`src/rtl/mips_bus_pkg.sv`:
```
// Shared types and constants for the CPU memory bus controller.
//   state_e          : controller FSM states
//   BE_WORD          : full-word byte enable pattern
//   TIMEOUT_DEFAULT  : default stall limit before a transaction is aborted
package mips_bus_pkg;

  typedef enum logic [1:0] {
    IDLE  = 2'd0,
    FETCH = 2'd1,
    DATA  = 2'd2,
    RESP  = 2'd3
  } state_e;

  localparam logic [3:0]  BE_WORD         = 4'hF;
  localparam int unsigned TIMEOUT_DEFAULT = 255;

  // A word transfer must start on a 4-byte boundary.
  function automatic logic is_misaligned(input logic [1:0] lsb);
    return lsb != 2'b00;
  endfunction

endpackage

```
`src/rtl/bus_timeout_counter.sv`:
```
// Stall counter for one bus transaction.
//   clk, reset : clock, async active-low reset
//   clear      : zero the count (asserted while no transaction is on the bus)
//   enable     : a stalled bus cycle (strobe high, waitrequest high)
//   expired_c  : this stalled cycle is the LIMIT-th in a row; abort now
module bus_timeout_counter
  import mips_bus_pkg::*;
#(
  parameter int unsigned LIMIT = TIMEOUT_DEFAULT
) (
  input  logic clk,
  input  logic reset,
  input  logic clear,
  input  logic enable,
  output logic expired_c
);

  localparam int unsigned CNT_W = ($clog2(LIMIT + 1) > 8) ? $clog2(LIMIT + 1) : 8;

  logic [CNT_W-1:0] count;

  // Saturating count of consecutive stalled cycles.
  always_ff @(posedge clk or negedge reset) begin
    if (!reset) begin
      count <= '0;
    end else if (clear) begin
      count <= '0;
    end else if (enable && (count != CNT_W'(LIMIT))) begin
      count <= count + CNT_W'(1);
    end
  end

  // Count already holds LIMIT-1 stalls, so this stall is the LIMIT-th.
  assign expired_c = enable && (count >= CNT_W'(LIMIT - 1));

endmodule

```
`src/rtl/mem_access_ctrl.sv`:
```
// Shares the single Avalon-style memory master between instruction fetch and
// load/store, enforcing waitrequest and producing completion strobes.
//   clk, reset           : clock, async active-low reset
//   fetch_req/fetch_addr : instruction fetch request (level, held until fetch_done)
//   data_req/data_we/... : load/store request (level, held until data_done)
//   avm_*                : memory bus master (all outputs registered)
//   ir_load/ir_data      : one-cycle instruction register load and its word
//   fetch_done/data_done : one-cycle completion strobes
//   data_rdata           : captured load data
//   bus_err              : one-cycle timeout or misalignment error
//   busy                 : controller not in IDLE
module mem_access_ctrl
  import mips_bus_pkg::*;
#(
  parameter int unsigned ADDR_W  = 32,
  parameter int unsigned TIMEOUT = TIMEOUT_DEFAULT
) (
  input  logic              clk,
  input  logic              reset,
  input  logic              fetch_req,
  input  logic [ADDR_W-1:0] fetch_addr,
  input  logic              data_req,
  input  logic              data_we,
  input  logic [ADDR_W-1:0] data_addr,
  input  logic [31:0]       data_wdata,
  input  logic [3:0]        data_byteen,
  output logic [ADDR_W-1:0] avm_address,
  output logic              avm_read,
  output logic              avm_write,
  output logic [31:0]       avm_writedata,
  output logic [3:0]        avm_byteenable,
  input  logic [31:0]       avm_readdata,
  input  logic              avm_waitrequest,
  output logic              ir_load,
  output logic [31:0]       ir_data,
  output logic              fetch_done,
  output logic [31:0]       data_rdata,
  output logic              data_done,
  output logic              bus_err,
  output logic              busy
);

  state_e            state, state_nxt;
  logic [ADDR_W-1:0] address_nxt;
  logic              read_nxt, write_nxt;
  logic [31:0]       writedata_nxt;
  logic [3:0]        byteenable_nxt;
  logic [31:0]       ir_data_nxt, data_rdata_nxt;
  logic              ir_load_nxt, fetch_done_nxt, data_done_nxt, bus_err_nxt;
  logic              busy_nxt;
  logic              on_bus_c;
  logic              expired_c;

  assign on_bus_c = (state == FETCH) || (state == DATA);

  bus_timeout_counter #(
    .LIMIT (TIMEOUT)
  ) u_timeout (
    .clk       (clk),
    .reset     (reset),
    .clear     (!on_bus_c),
    .enable    (on_bus_c && avm_waitrequest),
    .expired_c (expired_c)
  );

  // Next-state and next-output logic; bus fields hold unless a grant loads them.
  always_comb begin
    state_nxt      = state;
    address_nxt    = avm_address;
    read_nxt       = avm_read;
    write_nxt      = avm_write;
    writedata_nxt  = avm_writedata;
    byteenable_nxt = avm_byteenable;
    ir_data_nxt    = ir_data;
    data_rdata_nxt = data_rdata;
    ir_load_nxt    = 1'b0;
    fetch_done_nxt = 1'b0;
    data_done_nxt  = 1'b0;
    bus_err_nxt    = 1'b0;

    unique case (state)
      IDLE: begin
        if (data_req) begin
          if (is_misaligned(data_addr[1:0])) begin
            state_nxt     = RESP;
            data_done_nxt = 1'b1;
            bus_err_nxt   = 1'b1;
          end else begin
            state_nxt      = DATA;
            address_nxt    = data_addr;
            writedata_nxt  = data_wdata;
            byteenable_nxt = data_byteen;
            read_nxt       = !data_we;
            write_nxt      = data_we;
          end
        end else if (fetch_req) begin
          if (is_misaligned(fetch_addr[1:0])) begin
            state_nxt      = RESP;
            fetch_done_nxt = 1'b1;
            bus_err_nxt    = 1'b1;
          end else begin
            state_nxt      = FETCH;
            address_nxt    = fetch_addr;
            byteenable_nxt = BE_WORD;
            read_nxt       = 1'b1;
          end
        end
      end

      FETCH: begin
        if (!avm_waitrequest) begin
          state_nxt      = RESP;
          read_nxt       = 1'b0;
          ir_data_nxt    = avm_readdata;
          ir_load_nxt    = 1'b1;
          fetch_done_nxt = 1'b1;
        end else if (expired_c) begin
          state_nxt      = RESP;
          read_nxt       = 1'b0;
          fetch_done_nxt = 1'b1;
          bus_err_nxt    = 1'b1;
        end
      end

      DATA: begin
        if (!avm_waitrequest) begin
          state_nxt     = RESP;
          read_nxt      = 1'b0;
          write_nxt     = 1'b0;
          data_done_nxt = 1'b1;
          if (avm_read) begin
            data_rdata_nxt = avm_readdata;
          end
        end else if (expired_c) begin
          state_nxt     = RESP;
          read_nxt      = 1'b0;
          write_nxt     = 1'b0;
          data_done_nxt = 1'b1;
          bus_err_nxt   = 1'b1;
        end
      end

      RESP: begin
        state_nxt = IDLE;
      end

      default: begin
        state_nxt = IDLE;
        read_nxt  = 1'b0;
        write_nxt = 1'b0;
      end
    endcase

    busy_nxt = (state_nxt != IDLE);
  end

  // State and output registers.
  always_ff @(posedge clk or negedge reset) begin
    if (!reset) begin
      state          <= IDLE;
      avm_address    <= '0;
      avm_read       <= 1'b0;
      avm_write      <= 1'b0;
      avm_writedata  <= '0;
      avm_byteenable <= '0;
      ir_data        <= '0;
      data_rdata     <= '0;
      ir_load        <= 1'b0;
      fetch_done     <= 1'b0;
      data_done      <= 1'b0;
      bus_err        <= 1'b0;
      busy           <= 1'b0;
    end else begin
      state          <= state_nxt;
      avm_address    <= address_nxt;
      avm_read       <= read_nxt;
      avm_write      <= write_nxt;
      avm_writedata  <= writedata_nxt;
      avm_byteenable <= byteenable_nxt;
      ir_data        <= ir_data_nxt;
      data_rdata     <= data_rdata_nxt;
      ir_load        <= ir_load_nxt;
      fetch_done     <= fetch_done_nxt;
      data_done      <= data_done_nxt;
      bus_err        <= bus_err_nxt;
      busy           <= busy_nxt;
    end
  end

endmodule

```
`config.mk`:
```
export PLATFORM = sky130hd
export DESIGN_NAME = mem_access_ctrl
export DESIGN_NICKNAME = d
export VERILOG_FILES = /design/src/rtl/mips_bus_pkg.sv /design/src/rtl/bus_timeout_counter.sv /design/src/rtl/mem_access_ctrl.sv
export SDC_FILE = /design/constraint.sdc
export NUM_CORES = 1
export LEC_CHECK = 0
export CAP_MARGIN = 20
export CORE_AREA = 2 2 146 148
export DETAILED_ROUTE_END_ITERATION = 10
export DIE_AREA = 0 0 148 150
export GPL_TIMING_DRIVEN = 1
export PLACE_DENSITY = 0.69
export SLEW_MARGIN = 20
export SYNTH_ARGS = -nofsm -noshare
export SYNTH_HDL_FRONTEND = slang
export SYNTH_SLANG_ARGS = --single-unit
```
`constraint.sdc`:
```
create_clock -name clk -period 1.64 [get_ports clk]
set_input_delay 0.328 -clock clk [delete_from_list [all_inputs] [get_ports clk]]
set_output_delay 0.328 -clock clk [all_outputs]
set_load 0.05 [all_outputs]
```
Word-level counts from Yosys, hierarchy flattened
Cells that the tools add are included.
{"block": "word_totals", "ff_bits": 149, "latchBits": 0, "ram_bits": 0, "rom_bits": 0, "word_cells": 92, "n_memories": 0}
{"block": "classes", "addsub": 1, "mul": 0, "n_div": 0, "n_lt_le_gt_ge": 1, "eq_ne": 14, "shifts": 0, "muxes": 41, "bitwise_logic": 2, "n_reduce_logical": 19}
{"operator": "$mux 32", "n": 4}
{"operator": "$mux 1", "n": 20}
{"operator": "$mux 4", "n": 4}
{"operator": "$mux 8", "n": 2}
{"operator": "$ne 3x3->1 const B", "n": 4}
{"operator": "$reduce_bool 2->1", "n": 6}
{"operator": "$mux 2", "n": 5}
{"operator": "$pmux 1 s2", "n": 5}
{"operator": "$add 8x1->8 const B", "n": 1}
{"operator": "$ge 8x8->1 const B", "n": 1}
{"operator": "$ne 2x2->1 const B", "n": 4}
{"operator": "$ne 8x8->1 const B", "n": 1}
{"operator": "$reduce_and 4->1", "n": 2}
{"operator": "$pmux 2 s3", "n": 1}
{"operator": "$reduce_and 3->1", "n": 2}
{"operator": "$reduce_and 5->1", "n": 1}
{"operator": "$eq 2x2->1 const B", "n": 2}
{"operator": "$logic_and 1x1->1", "n": 3}
{"operator": "$ne 3x2->1 const B", "n": 1}
{"operator": "$eq 2x1->1 const B", "n": 1}
{"operator": "$logic_not 2->1", "n": 1}
{"operator": "$ne 2x1->1 const B", "n": 1}
{"operator": "$not 1->1", "n": 2}
{"operator": "$reduce_and 2->1", "n": 1}
{"operator": "other kinds (3)", "n": 3}

Depth between registers and ports, before layout
{"block": "depth", "word_depth": 8, "depth_mapped": 6, "mapped_depth_nobuf": 6}

Cells and area by module
Synthesis repeated with hierarchy kept, for this count alone.
{"block": "hier_totals", "hier_cells": 455, "hier_area_um2": 6339.8}
{"mod": "mem_access_ctrl", "n_inst": 1, "cells_per_inst": 403, "area_per_inst_um2": 5848.1}
{"mod": "bus_timeout_counter", "n_inst": 1, "cells_per_inst": 52, "area_per_inst_um2": 491.7}

Least setup slack after synthesis
No wires, ideal clock.
{"block": "synth_path", "path_type": "register to register", "from": "reg state[0]", "to": "reg avm_writedata[10]", "arrival_time_ns": 1.509, "slack_ns": 0.004, "path_stages_with_launch": 7, "n_path_buf": 1, "synth_period_minus_slack_ns": 1.636, "cell_sequence": "dfrtp_1 -> inv_1 -> ha_1 -> inv_1 -> nor2_4 -> buf_6 -> mux2_1"}
{"block": "synth_between", "elab_chain_cells": 2}
{"element": "from (decl)", "line_no": "mem_access_ctrl.sv:43", "text": "state_e state, state_nxt;"}
{"element": "from (signal assigned)", "line_no": "mem_access_ctrl.sv:174", "text": "state <= state_nxt;"}
{"element": "$logic_not 2->1", "line_no": "mem_access_ctrl.sv:81", "text": "unique case (state)"}
{"element": "$reduce_and 3->1 (no source line)"}
{"element": "to (signal assigned)", "line_no": "mem_access_ctrl.sv:178", "text": "avm_writedata <= writedata_nxt;"}
{"element": "to (decl)", "line_no": "mem_access_ctrl.sv:30", "text": "output logic [31:0] avm_writedata,"}
Every way passes these cells.
A chain may end at the register's enable or synchronous reset.

Final worst setup path
{"block": "layout_path", "from": "reg u_timeout.count[0]", "to": "reg avm_write"}
{"block": "layout_between", "elab_chain_cells": 4}
{"element": "from (decl)", "line_no": "bus_timeout_counter.sv:20", "text": "logic [CNT_W-1:0] count;"}
{"element": "from (signal assigned)", "line_no": "bus_timeout_counter.sv:29", "text": "count <= count + CNT_W'(1);"}
{"element": "$ge 8x8->1", "line_no": "bus_timeout_counter.sv:34", "text": "assign expired_c = enable && (count >= CNT_W'(LIMIT - 1));"}
{"element": "$logic_and 1x1->1", "line_no": "bus_timeout_counter.sv:34"}
{"element": "$ne 3x3->1 (no source line)"}
{"element": "$reduce_and 4->1 (no source line)"}
{"element": "to (signal assigned)", "line_no": "mem_access_ctrl.sv:177", "text": "avm_write <= write_nxt;"}
{"element": "to (decl)", "line_no": "mem_access_ctrl.sv:29", "text": "output logic avm_write,"}
Every way passes these cells.

==> run summary <==
Starting DRT DRC Count - 147
Non-Filler Cell Area, Final - 9880 µm²
highest fanout seen on the critical path - 6
total number of nets in the final design - 905
number of distinct library cells after synthesis - 36
overall die height - 150 µm
required time of the critical path - 1920 ps
Power Dens Cells - 2290 nW/µm²
clock latency on the worst-skew pair - 410 ps
count leader, synth - sky130_fd_sc_hd__dfrtp_1
global placer's final weighted congestion - 0.807
buffers from clock root to sink, at most - 2
cell type with the highest aggregate area in the netlist - sky130_fd_sc_hd__dfrtp_1
Slew @ Worst Pin - 446 ps
pin count of the biggest net entering global routing - 44
period utilization - 95.2%
Area Overhead vs Synth - 62.3%
post-synth design cell area - 6090 µm²
number of global-route vias before repair - 4748
remaining max-slew budget at the tightest pin - 70.2%
start-to-end type of the worst setup path - register to register
final number of max-transition violations - 0
clock buffers created by TritonCTS - 17
largest clock skew in the final design - 15.1 ps
top cells by count, synth - sky130_fd_sc_hd__dfrtp_1 (149), sky130_fd_sc_hd__mux2_2 (66), sky130_fd_sc_hd__o21ai_0 (41)
number of max-cap violations - 0
effective utilization at floorplan - 29.4%
CTS sink count - 149
number of vias after detailed routing - 4649
Synth area leaders - sky130_fd_sc_hd__dfrtp_1 (61%), sky130_fd_sc_hd__mux2_2 (12%), sky130_fd_sc_hd__mux2_1 (5.5%)
antenna violations before repair - 1
Row Count - 53
crit end category - register
run status - completed
average size of a mapped cell - 13.5 µm²
number of iterations in the first detailed-routing pass - 6
sequential element share of the synthesized area - 61.2%
Worst IR Drop VDD - 0.00105 V
Post-route DRC - 0
clock tree from TritonCTS - built
worst hold path class - primary input to asynchronous set/reset pin
ys async rst share - 100%
nets in the synthesized netlist - 595
global route total overflow - 0
Setup violations, final - 0
GRT Overall Usage - 14.1%
HPWL after DPL - 11.8 mm
PortBufs - 276
RSZ-0062 raised after global routing - true
area of the die - 22200 µm²
number of diodes added for antenna fixing - 0
DRT Wirelength - 16.0 mm
CTS H-tree lvls - 4
final critical path time including I/O delays and setup - 1560 ps
ANT nets after route - 0
die span in x - 148 µm
share of cells above drive strength 1 - 38.4%
clock transition time at the flip-flop clock pins of the worst setup and hold paths - 60 ps
Post-synth EDFFs - 0
Setup crit start kind - register
number of standard cells after synthesis - 451
Core Footprint - 20700 µm²
routed length per placed instance - 15.3 µm
placed cell area - 9090 µm²
count of yosys warnings during synthesis - 0
number of storage elements in the synthesis netlist - 149
reg-to-reg startpoint - u_timeout.count[0]
tightest hold margin - 412 ps
data arrival time of the critical path - 1840 ps
buffer type at the clock tree root - sky130_fd_sc_hd__clkbuf_16
Most used DFF post-synth - sky130_fd_sc_hd__dfrtp_1
area share of the largest cell type after synthesis - 61.2%
leakage power of the design - 4.57 nW
hold violation total from the final report - 0
post-DR vias/cell - 4.43
CP startpoint - u_timeout.count[0]
first-pass GRT wire length - 24.6 mm
Max Fclk - 641 MHz
Top-Level Pins - 277
where the power goes:
group,total (mW),internal [mW],switching (mW)
Combinational,12.2,4.19,8.06
Clock,4.09,2.50,1.59
Sequential,6.28,5.37,0.905
cells in the final DEF, fill, tap and decap left out, types with 11 or more instances in the layout:
master / instances
sky130_fd_sc_hd__mux2_2: 64
sky130_fd_sc_hd__o21ai_0: 40
sky130_fd_sc_hd__mux2_1: 21
sky130_fd_sc_hd__buf_4: 163
sky130_fd_sc_hd__clkdlybuf4s50_1: 133
sky130_fd_sc_hd__mux2_4: 11
sky130_fd_sc_hd__nand2_1: 39
sky130_fd_sc_hd__dfrtp_1: 149
sky130_fd_sc_hd__mux2i_1: 30
sky130_fd_sc_hd__clkbuf_16: 19
cell type report:
cell class / instances / area (µm²)
multi-input cells: 270 / 2300
well taps: 275 / 344
inverters: 10 / 37.5
repair buffers: 313 / 2850
clock inverters: 13 / 173
flip-flops and latches: 149 / 3730
clock buffers: 19 / 453
fillers: 1884 / 10800
routing by layer:
layer | track usage [%] | part of all wire, % | up-vias
met5 | 0 | 0.10 | -
li1 | - | - | 2219
met1 | 17.1 | 41 | 2223
met3 | 5.55 | 8.0 | 16
met4 | 3.76 | 1.1 | 2
met2 | 23.5 | 49 | 189
flip-flops by register name (all words and copies together) (netlist names), 2 cells and up:
| name | count |
|---|---|
| state | 2 |
| ir_data | 32 |
| avm_writedata | 32 |
| data_rdata | 32 |
| avm_address | 32 |
| u_timeout.count | 8 |
| avm_byteenable | 4 |
stage by stage:
| step | instances | utilization (%) | power [mW] | setup WS (ps) | TNS, ps |
|---|---|---|---|---|---|
| floorplan | 451 | - | 14.2 | 3.60 | 0 |
| global placement | 1012 | 43.9 | 18.3 | -387 | -23010 |
| detailed placement | 1012 | 43.9 | 18.5 | -393 | -24550 |
| CTS | 1045 | 47.0 | 22.7 | 26.9 | 0 |
| global route | 1049 | 47.8 | 23.8 | -25.3 | -152 |
| finish | 1049 | 47.8 | 22.6 | 79.4 | 0 |
worst paths after layout:
check / cells past startpoint / slack [ps] / endpoint
max: 6 / 80 / avm_write
min: 2 / 410 / avm_writedata[30]
max reg2reg: 6 / 80 / avm_write
min reg2reg: 2 / 480 / avm_byteenable[1]
max in group asynchronous: 3 / 680 / avm_address[28]
min in group clk: 4 / 440 / data_done
kinds of logic (layout without fill, tap and decap cells):
group	count (synthesis)	in the layout	synth area share [%]
fa+ha+maj	6	6	1.23
compound gates	67	67	6.68
simple gates	71	71	5.63
flops	149	149	61.2
mux	126	126	22.7
buf+inv	32	355	2.55
timing repair:
| item | CTS | global route |
|---|---|---|
| hold endpoints to repair | 30 | 0 |
| hold buffers | 1 | 0 |
| buffers inserted | 0 | 1 |
| endpoints found under the setup margin | 0 | 56 |
| resized for setup | 0 | 23 |
critical path, stage by stage, from the launching register on:
cell                       delay [ps]
sky130_fd_sc_hd__dfrtp_1          430
sky130_fd_sc_hd__inv_1             80
sky130_fd_sc_hd__ha_1             140
sky130_fd_sc_hd__o211ai_1         120
sky130_fd_sc_hd__nor2_1           220
sky130_fd_sc_hd__a21oi_2          110
sky130_fd_sc_hd__a311o_1          360
Power figures use the tool's default switching activity.
